$ cat src/rtl/core_timer_mc.sv
// Multi-channel machine timer: shared 64-bit mtime with a prescaler, NUM_CH 64-bit compare
// channels with level interrupts, and a high-word snapshot for tear-free 64-bit reads.
module core_timer_mc #(
  parameter int unsigned NUM_CH         = 4,
  parameter int unsigned PRESC_W        = 8,
  parameter int unsigned AXI_DATA_WIDTH = 32,
  parameter logic [15:0] CTRL_ADDR      = 16'h0000,
  parameter logic [15:0] MTIME_ADDR     = 16'hBFF8,
  parameter logic [15:0] MTIMECMP_ADDR  = 16'h4000
) (
  input  logic                      i_aclk,
  input  logic                      i_aresetn,
  input  logic                      i_valid_reg_write,
  input  logic                      i_valid_reg_read,
  input  logic [15:0]               i_addr,
  input  logic [AXI_DATA_WIDTH-1:0] i_write_data,
  output logic [AXI_DATA_WIDTH-1:0] o_read_data,
  output logic                      o_read_data_valid,
  output logic [63:0]               o_mtime,
  output logic [NUM_CH-1:0]         o_timer_int
);

  logic [63:0]        r_mtime;
  logic [63:0]        r_mtimecmp [NUM_CH];
  logic [PRESC_W-1:0] r_pcnt;
  logic [PRESC_W-1:0] r_presc;
  logic               r_en;
  logic [31:0]        r_hi_snap;
  logic [NUM_CH-1:0]  r_timer_int;

  logic [31:0]        w_wdata;
  logic [31:0]        w_ctrl;
  logic [31:0]        w_rdata;
  logic               w_tick;
  logic               w_wr_ctrl;
  logic               w_wr_mt_lo;
  logic               w_wr_mt_hi;
  logic               w_rd_mt_lo;
  logic [NUM_CH-1:0]  w_wr_cmp_lo;
  logic [NUM_CH-1:0]  w_wr_cmp_hi;

  assign w_wdata    = i_write_data[31:0];
  assign w_tick     = r_en && (r_pcnt == r_presc);
  assign w_wr_ctrl  = i_valid_reg_write && (i_addr == CTRL_ADDR);
  assign w_wr_mt_lo = i_valid_reg_write && (i_addr == MTIME_ADDR);
  assign w_wr_mt_hi = i_valid_reg_write && (i_addr == MTIME_ADDR + 16'd4);
  assign w_rd_mt_lo = i_valid_reg_read && (i_addr == MTIME_ADDR);

  always_comb begin
    for (int c = 0; c < NUM_CH; c++) begin
      w_wr_cmp_lo[c] = i_valid_reg_write && (i_addr == 16'(MTIMECMP_ADDR + 16'(8 * c)));
      w_wr_cmp_hi[c] = i_valid_reg_write && (i_addr == 16'(MTIMECMP_ADDR + 16'(8 * c + 4)));
    end
  end

  always_comb begin
    w_ctrl                = '0;
    w_ctrl[0]             = r_en;
    w_ctrl[8 +: PRESC_W]  = r_presc;
  end

  // Reads see register state before any same-cycle write lands.
  always_comb begin
    w_rdata = '0;
    if (i_valid_reg_read) begin
      if (i_addr == CTRL_ADDR) begin
        w_rdata = w_ctrl;
      end else if (i_addr == MTIME_ADDR) begin
        w_rdata = r_mtime[31:0];
      end else if (i_addr == MTIME_ADDR + 16'd4) begin
        w_rdata = r_hi_snap;
      end
      for (int c = 0; c < NUM_CH; c++) begin
        if (i_addr == 16'(MTIMECMP_ADDR + 16'(8 * c))) begin
          w_rdata = r_mtimecmp[c][31:0];
        end
        if (i_addr == 16'(MTIMECMP_ADDR + 16'(8 * c + 4))) begin
          w_rdata = r_mtimecmp[c][63:32];
        end
      end
    end
  end

  always_ff @(posedge i_aclk) begin
    if (!i_aresetn) begin
      r_mtime     <= '0;
      r_pcnt      <= '0;
      r_presc     <= '0;
      r_en        <= 1'b1;
      r_hi_snap   <= '0;
      r_timer_int <= '0;
      for (int c = 0; c < NUM_CH; c++) begin
        r_mtimecmp[c] <= '1;
      end
    end else begin
      if (w_wr_ctrl) begin
        r_en    <= w_wdata[0];
        r_presc <= w_wdata[8 +: PRESC_W];
      end

      if (w_wr_ctrl || w_wr_mt_lo || w_wr_mt_hi) begin
        r_pcnt <= '0;
      end else if (r_en) begin
        r_pcnt <= w_tick ? '0 : r_pcnt + PRESC_W'(1);
      end

      // A half-word write suppresses the tick so no carry leaks between halves.
      if (w_wr_mt_lo) begin
        r_mtime[31:0] <= w_wdata;
      end else if (w_wr_mt_hi) begin
        r_mtime[63:32] <= w_wdata;
      end else if (w_tick) begin
        r_mtime <= r_mtime + 64'd1;
      end

      if (w_rd_mt_lo) begin
        r_hi_snap <= r_mtime[63:32];
      end

      for (int c = 0; c < NUM_CH; c++) begin
        if (w_wr_cmp_lo[c]) begin
          r_mtimecmp[c][31:0] <= w_wdata;
        end
        if (w_wr_cmp_hi[c]) begin
          r_mtimecmp[c][63:32] <= w_wdata;
        end
        r_timer_int[c] <= (r_mtime >= r_mtimecmp[c]);
      end
    end
  end

  assign o_read_data       = AXI_DATA_WIDTH'(w_rdata);
  assign o_read_data_valid = i_valid_reg_read;
  assign o_mtime           = r_mtime;
  assign o_timer_int       = r_timer_int;

endmodule

$ cat config.mk
export PLATFORM = sky130hd
export DESIGN_NAME = core_timer_mc
export DESIGN_NICKNAME = d
export VERILOG_FILES = /design/src/rtl/core_timer_mc.sv
export SDC_FILE = /design/constraint.sdc
export NUM_CORES = 1
export LEC_CHECK = 0
export ABC_AREA = 1
export CORE_MARGIN = 2
export CORE_UTILIZATION = 39
export DETAILED_ROUTE_END_ITERATION = 12
export GPL_ROUTABILITY_DRIVEN = 0
export GPL_TIMING_DRIVEN = 0
export PLACE_DENSITY_LB_ADDON = 0.2
export RECOVER_POWER = 100
export REMOVE_ABC_BUFFERS = 1
export SLEW_MARGIN = 30
export SYNTH_ARGS = -nofsm -noshare
export SYNTH_HDL_FRONTEND = slang
export SYNTH_SLANG_ARGS = --single-unit
$ cat constraint.sdc
create_clock -name i_aclk -period 12 [get_ports i_aclk]
set_input_delay 1.2 -clock i_aclk [delete_from_list [all_inputs] [get_ports i_aclk]]
set_output_delay 1.2 -clock i_aclk [all_outputs]
set_load 0.05 [all_outputs]
# Word level (Yosys, flattened, before mapping)
# Memories as Yosys holds them, arrays and structs flattened.
# Index checks and enable logic that the tools add are counted.
word_totals:
  regBits: 117
  ram_bits: 256
  in_bits: 52
  mem_count: 1
op_classes:
  n_addsub: 2
  n_lt_le_gt_ge: 4
  n_eq_ne: 12
  mux: 50
  bitwise_logic: 10
  n_reduce_logical: 21
memory_table:
  columns: ["name", "depth", "word_bits", "read_ports", "rd_ports_with_merged_regs", "write_ports", "line_no", "rtl"]
  rows:
  - ["r_mtimecmp", 4, 64, 4, 0, 4, "24", "logic [63:0] r_mtimecmp [NUM_CH];"]
ops:
  columns: ["cell", "count"]
  rows:
  - ["$mux W32", 23]
  - ["$ge A64 B64 Y1", 4]
  - ["$eq A16 B15 Y1 const B", 8]
  - ["$add A64 B1 Y64 const B", 1]
  - ["$mux W64", 1]
  - ["$eq A16 B16 Y1 const B", 2]
  - ["$mux W1", 25]
  - ["$logic_not A16 Y1", 1]
  - ["$logic_and A1 B1 Y1", 13]
  - ["$add A8 B1 Y8 const B", 1]
  - ["$eq A8 B8 Y1", 1]
  - ["$mux W8", 1]
  - ["$or A1 B1 Y1", 8]
  - ["$reduce_and A2 Y1", 2]
  - ["$reduce_bool A2 Y1", 2]
  - ["$logic_or A1 B1 Y1", 2]
  - ["$ne A2 B2 Y1 const B", 1]
  - ["$not A1 Y1", 2]
  - ["$reduce_or A2 Y1", 1]

# Depth between registers and ports, before layout
# Gate-level depths: netlist of the first run.
logic_depth:
  ltp_word: 13
  mapped_depth: 20
  ltp_nobuf: 19

# Worst setup path before layout of the first run
# No wires, ideal clock.
synth_timing:
  path_kind: "input to register"
  start: "input i_addr[13]"
  end: "memory r_mtimecmp[2][32], enable pin"
  setup_time_ns: 0.466
  t_arrival_ns: 4.516
  path_slack_ns: 7.018
  stages: 8
  path_buffers: 3
  cell_sequence: "nor2_1 -> nand3_1 -> nor2_1 -> buf_4 -> nand3_1 -> clkbuf_1 -> clkbuf_1 -> o21ai_0"
synth_rtl:
  columns: ["item", "line_no", "rtl"]
  rows:
  - ["from (decl)", "15", "input logic [15:0] i_addr,"]
  - ["to (decl)", "24", null]

==> flow_results.org, run 1 <==
** Outcome
- Result of the run :: finished, violations left
- The final reports fail on max-capacitance violations, max-slew violations.

** Placed design
- Half-perimeter wire length after placement :: 76700 um
- Input and output buffers added on the ports amount to 152.
- Inst Count DP :: 4113

** Critical path
- Worst Path Max Fanout :: 21
- Data arrival time of the critical path :: 9.37 ns
- The endpoint identified for the worst register-to-register timing path is o_mtime[40].
- Reg-to-reg startpoint :: r_en
- For the worst setup path, the data required time is 12.30 ns.
- Counting cells, the worst reg-to-reg path comes to 8.
- For flop-to-flop paths, the worst setup slack is 5.81 ns.
- STA classifies the critical path startpoint as an input port.
- The critical path is of the in2reg type.
- The worst setup path is captured at a register.

** Synthesis
- Synthesized netlist cell count :: 3173
- Xor/xnor share of the synthesized area :: 1.56%
- YS warnings :: 0
- Yosys mapped the design onto 55 distinct sky130hd cell types.
- In the synthesized netlist the dominant register cell turns out to be sky130_fd_sc_hd__edfxtp_1.
- Library cell with the highest instance count after synthesis :: sky130_fd_sc_hd__nand2_1
- Synthesized-area fraction occupied by and/or/nand/nor cells :: 20.5%
- Largest family of logic cells by synthesized area :: simple AND/OR/NAND/NOR gates
- Multiplexer fraction of the synthesized cell area :: 0%
- Yosys attributes the largest share of cell area to sky130_fd_sc_hd__edfxtp_1, sky130_fd_sc_hd__ha_1, sky130_fd_sc_hd__nand2_1, sky130_fd_sc_hd__dfxtp_1, sky130_fd_sc_hd__inv_1.
- The synthesized design contains 256 enable-type register cells.
- Post-synthesis instance area :: 0.0252 sq mm
- Of the synthesized area, sequential elements account for 39.8%.
- #FFs+latches synth :: 373
- Mapped Avg Cell Area :: 7.95 sq um
- Summed over its instances, the top area cell type makes up 30.5% of the synthesized netlist area.
- The largest total area in the synthesized netlist belongs to sky130_fd_sc_hd__edfxtp_1.
- Sorting the synthesized cells by how often they occur yields sky130_fd_sc_hd__nand2_1, sky130_fd_sc_hd__inv_1, sky130_fd_sc_hd__a21oi_1.
- Fraction of the mapped netlist area in adder cells :: 12.8%
- Post-synthesis compound-gate area fraction :: 15.4%
- Share of synthesized flip-flops with an asynchronous set or reset :: 0%

** STA
- The final critical path takes up 75.6% of the cycle.
- Number of hold-slack violations in the final timing report :: 0
- Setup repair after global routing left no endpoint under its margin.
- Number of endpoints failing setup at the final stage :: 0
- Worst-Margin Slew :: 2.58 ns
- Clock Skews :: 0.0277 ns
- Max transition margin :: -73.9%
- After layout, the minimum clock period comes to 9.07 ns.
- Timing would allow up to 110 MHz.
- The count of pins over their slew limit was 301.

** Clock tree
- Clock Tree Buf Depth :: 3
- Clock input transition at the sequential cells of the worst setup and hold paths :: 0.06 ns
- After clock tree synthesis, the setup repair step added 0 buffers.
- Hold repair after CTS inserted 0 buffers.
- Clock latency on the worst-skew pair, taken at its later pin, is 0.61 ns.
- Total of cells resized after clock tree synthesis :: 0
- Number of clock sinks seen by CTS :: 373
- The H-tree generated during clock tree synthesis spans 2 levels.
- TritonCTS built the clock tree.
- Root buffer selected by CTS :: sky130_fd_sc_hd__clkbuf_16
- Number of buffers inserted during clock tree synthesis :: 45

** Global route
- Number of global-route vias before repair :: 22389
- Aggregate global-route resource usage :: 29.6%
- Antenna violations before repair :: 6
- Grt total ovfl :: 0
- Entering global routing, the biggest net connects 51 pins.
- Wire length of the first global-routing pass :: 146000 um

** Power
- Overall power of the completed layout :: 3060 uW
- VDD sags by at most 91.5 uV.
- For this design the static power due to leakage is 0.0123 uW.
- Dividing total power by cell area gives a power density of 106 mW/mm^2.

** Die
- Total core area :: 0.0642 sq mm
- Once the floorplan was initialized, standard cells occupied 39.3% of the core.
- In this run the count of I/O pins placed on the die edge is 153.
- The die is 258 um tall.
- Row count :: 93
- The floorplan step defined a die boundary enclosing 0.0667 sq mm.
- Die Wd :: 258 um

** Run
- Across the run, the number of max-cap violations was 17.

** Final layout
- The finished layout holds 4197 standard cells, fillers aside.
- Net count of the finished layout :: 3615
- The post-route netlist has 3.98% of its cells at a drive strength greater than 1.
- From synthesis to final layout, the design area changed by 14.5%.

** Routing
- In the final routed layout, each cell accounts on average for 23.7 um.
- The final layout contains routed wiring with a total length of 99500 um.
- Antenna viol nets, final :: 0
- DR vias/cell :: 5.61
- After detailed routing, the number of remaining DRC violations is 0.
- In this run, the number of DRC markers left after iteration 0 of detailed routing was 2450.
- Via count of the routed design :: 23533
- First-pass iteration count of the detailed router :: 8

** Hold path
- HP Start :: r_hi_snap[31]
- Sink of the worst hold path :: r_hi_snap[31]
- Hold Crit Class :: reg2reg
- Counting instances, the worst hold path has a depth of 2.
through the flow:
step	utilization (%)	hold slack [ns]	instance area [sq um]	setup WS [ns]	TNS [ns]
after floorplan	-	0.478	24700	5.93	0
after global placement	42.4	0.496	27300	-0.0276	-0.374
after detailed placement	44.1	0.505	28400	5.02	0
after CTS	46.3	0.520	29800	5.02	0
after global routing	44.9	0.546	28900	2.44	0
final	44.9	0.523	28900	2.93	0
final cells by class:
class	count	area, sq um
Inverter	525	1980
Sequential cell	373	10000
Clock buffer	66	1290
Timing Repair Buffer	201	1830
Tap cell	855	1070
Clock inverter	17	119
Antenna cell	1	2.50
Fill cell	6660	35400
Multi-Input combinational cell	2159	12600
sequential cells by signal, summed over array words and instances, names as in the netlist:
name         flops
r_hi_snap       32
r_pcnt           8
o_mtime         64
r_mtimecmp     256
r_en             1
o_timer_int      4
r_presc          8
cell usage in the layout (no fill, tap or decap), drive strengths merged, types with 102 or more instances in the layout:
cell type / n
dfxtp: 117
inv: 494
dlygate4sd3: 102
ha: 258
edfxtp: 256
a21oi: 292
o21ai: 217
nor2: 142
nand2: 754
clkbuf: 107
worst max-delay path by stage:
stage	slack, ns	endpoint	startpoint
2_1_floorplan	5.93	r_mtimecmp[3][0]	i_addr[13]
3_3_place_gp	-0.03	r_mtimecmp[3][21]	i_addr[3]
6_report	2.93	r_mtimecmp[2][14]	i_addr[5]
5_1_grt	2.44	o_read_data[0]	i_addr[5]
3_5_place_dp	5.02	o_read_data[19]	i_addr[13]
4_1_cts	5.02	o_read_data[19]	i_addr[13]
critical path, stage by stage:
cell                            delay [ns]
sky130_fd_sc_hd__dlygate4sd3_1        0.57
sky130_fd_sc_hd__nor4b_1              1.10
sky130_fd_sc_hd__nand2_1              0.12
sky130_fd_sc_hd__nor2_1               1.22
sky130_fd_sc_hd__clkbuf_1             1.03
sky130_fd_sc_hd__inv_1                0.93
sky130_fd_sc_hd__nor3_1               1.69
sky130_fd_sc_hd__clkbuf_1             0.65
sky130_fd_sc_hd__clkbuf_1             0.68
sky130_fd_sc_hd__nand2_1              0.10
where the power goes:
group | internal (uW) | switching, uW | leakage [uW]
clock | 765 | 596 | 0.000698
sequential | 1420 | 27.7 | 0.00352
combinational | 70.4 | 178 | 0.00804
metal layers:
metal | part of all wire, % | global-route usage, %
met2 | 45 | 47.7
met1 | 42 | 39.2
met5 | 0.031 | 0
met3 | 8.5 | 5.43
met4 | 4.5 | 12.1
logic make-up after synthesis:
kind of cell / count (synthesis)
adder cells (fa/ha/maj): 258
buffers and inverters: 641
XOR/XNOR: 45
AO/OA/AOI/OAI: 672
AND/OR/NAND/NOR: 1184
flip-flops: 373
(Power assumes the default switching activity.)
==> inputs of run 2 (changes only) <==
==> constraint.sdc (replaced) <==
create_clock -name i_aclk -period 9.24 [get_ports i_aclk]
set_input_delay 0.924 -clock i_aclk [delete_from_list [all_inputs] [get_ports i_aclk]]
set_output_delay 0.924 -clock i_aclk [all_outputs]
set_load 0.05 [all_outputs]
==> flow_results.org, run 2 (synthesized netlist as in run 1, its figures left out) <==
** Final layout
- r_mtimecmp holds more flip-flops than any other register.
- Most frequent cells in the layout :: sky130_fd_sc_hd__nand2_1, sky130_fd_sc_hd__inv_1, sky130_fd_sc_hd__a21oi_1
- The total number of nets in the final design is 3615 (unchanged).
- Syn-to-layout area delta :: 14.9%
- The flip-flop count of the largest register after layout was 256 (unchanged).
- Count of non-filler cells in the finished layout :: 4197 (unchanged)
- The share of layout cells above drive strength 1 was 4.19% (+0.21 points).
- Most common cell after layout, fill and taps aside :: sky130_fd_sc_hd__nand2_1
- Fin util :: 45.1% (+0.18 points)

** Die
- The count of boundary I/O pins is 153 (unchanged).
- Die Wd :: 258 um (unchanged)
- The die footprint is 0.0667 sq mm (unchanged).
- The effective utilization at floorplan is 39.3% (unchanged).
- Row count :: 93 (unchanged)
- The area of the placeable core is 0.0642 sq mm (unchanged).
- Die span in y :: 258 um (unchanged)

** Clock tree
- TritonCTS built the clock tree.
- Total of hold buffers inserted after clock tree synthesis :: 0 (unchanged)
- The root buffer cell chosen for the clock tree is sky130_fd_sc_hd__clkbuf_16.
- Number of buffers inserted during clock tree synthesis :: 45 (unchanged)
- The maximum number of buffers from clock root to sink came to 3 (unchanged).
- The level count of the clock H-tree is 2 (unchanged).
- Clock input transition at the sequential cells of the worst setup and hold paths :: 0.06 ns (about the same)
- The post-cts resize count was 0 (unchanged).
- The insertion delay to the later sink of the worst-skew pair is 0.61 ns (about the same).
- Number of clock sinks seen by CTS :: 373 (unchanged)
- Number of setup buffers added after CTS :: 0 (unchanged)

** Routing
- Wire length per cell after detailed routing :: 23.7 um (-0.15%)
- The total DRC errors in the routed layout was 0 (unchanged).
- The count of routing violations after the opening detailed-route iteration came to 2462 (+0.49%).
- Via count of the routed design :: 23498 (-0.15%)
- Routed WL :: 99400 um (-0.15%)
- The number of nets still failing antenna checks after routing was 0 (unchanged).
- DR vias/cell :: 5.60 (-0.15%)
- The first-pass detailed-route iteration total came to 6 (-2).

** STA
- The number of setup violations in the final report is 0 (unchanged).
- Share of the clock period used by the worst path after layout :: 80.6%
- Min Clock Period, post-route :: 7.45 ns
- The slew at the pin with the worst max-slew slack came to 2.46 ns (-0.123 ns).
- The final number of hold-violating endpoints came to 0 (unchanged).
- Maximum clock frequency :: 134 MHz
- Setup repair after global routing missed its margin :: no
- The count of pins over their slew limit was 191 (-37%).
- The normalized max-slew margin came to -65.6% (+8.3 points).
- The post-route setup TNS is 0 ns (unchanged).
- The worst-case clock skew is 0.0312 ns (+0.00352 ns).

** Global route
- The number of antenna violations at the first check in global routing is 6 (unchanged).
- The overall track demand over capacity in global routing came to 29.6% (unchanged).
- Number of global-route vias before repair :: 22389 (unchanged)
- The wire length of the first global-routing pass is 146000 um (unchanged).
- Maximum number of pins on one net before global-route repair :: 51 (unchanged)
- The total congestion overflow came to 0 (unchanged).

** Placed design
- The number of port buffers came to 152 (unchanged).
- Half-perimeter wire length after placement :: 76700 um (unchanged)
- Inst Count DP :: 4113 (unchanged)

** Hold path
- Hold Crit Class :: reg2reg

** Critical path
- Endpoint required time on the critical path :: 8.32 ns (-3.98 ns)
- Worst Setup Start Kind :: input port
- The worst setup path is captured at an output pin.
- The biggest fanout along the worst timing path was 21 (unchanged).
- The setup path with the least slack is of type in2out.
- The data arrival time of the critical path came to 6.52 ns (-2.85 ns).

** Outcome
- The run finished, with violations left.
- Violations in the final reports :: max-capacitance violations, max-slew violations

** Power
- The standby leakage power came to 0.0123 uW (+0.55%).
- Pwr dens :: 137 mW/mm^2 (+30%)
- The highest ir drop seen on vdd is 120 uV (+31%).

** Run
- Max-cap violations :: 14 (-3)
run 2: worst paths after layout:
path	start	endpoint	slack, ns	depth (start not counted)
max	i_addr[5]	o_read_data[28]	1.79	12
min	r_hi_snap[5]	r_hi_snap[5]	0.53	2
max reg2reg	r_en	o_mtime[43]	3.11	8
min reg2reg	r_hi_snap[5]	r_hi_snap[5]	0.53	2
run 2: critical path, stage by stage:
cell and delay, ns:
sky130_fd_sc_hd__dlygate4sd3_1 0.57, sky130_fd_sc_hd__nor4b_1 1.10, sky130_fd_sc_hd__nand2_1 0.13, sky130_fd_sc_hd__nor2_1 1.37, sky130_fd_sc_hd__buf_16 0.26, sky130_fd_sc_hd__inv_1 0.51, sky130_fd_sc_hd__o21ai_0 0.23, sky130_fd_sc_hd__o21ai_0 0.17
sky130_fd_sc_hd__nand2_1 0.08, sky130_fd_sc_hd__nand2_1 0.09, sky130_fd_sc_hd__a21oi_1 0.14, sky130_fd_sc_hd__dlygate4sd3_1 0.90
run 2: metrics by stage:
stage / setup WS, ns / hold slack [ns] / power [uW] / instance area (sq um)
floorplan: 3.44 / 0.478 / 2080 / 24700
global placement: -2.51 / 0.496 / 2230 / 27300
detailed placement: 2.81 / 0.505 / 2260 / 28400
CTS: 2.81 / 0.520 / 4000 / 29800
global route: 1.42 / 0.546 / 4090 / 29000
finish: 1.79 / 0.528 / 3970 / 29000
run 2: area by class of cell:
type	instances	area [sq um]
fill	6642	35200
multi-input combinational	2159	12600
sequential	373	10000
inverter	525	1980
timing repair buffer	201	1920
clock buffer	66	1290
tap	855	1070
clock inverter	17	119
antenna	1	2.50
run 2: layer usage:
metal / vias to the layer above / routed length [um] / global-route usage, %
li1: 11020 / - / -
met1: 11204 / 41800 / 39.2
met2: 1031 / 44800 / 47.7
met3: 237 / 8310 / 5.43
met4: 6 / 4480 / 12.1
met5: - / 37 / 0
run 2: power breakdown:
| group | switching (uW) | internal [uW] |
|---|---|---|
| logic | 231 | 94.0 |
| clock network | 776 | 994 |
| registers | 35.9 | 1840 |
| total | 1040 | 2930 |
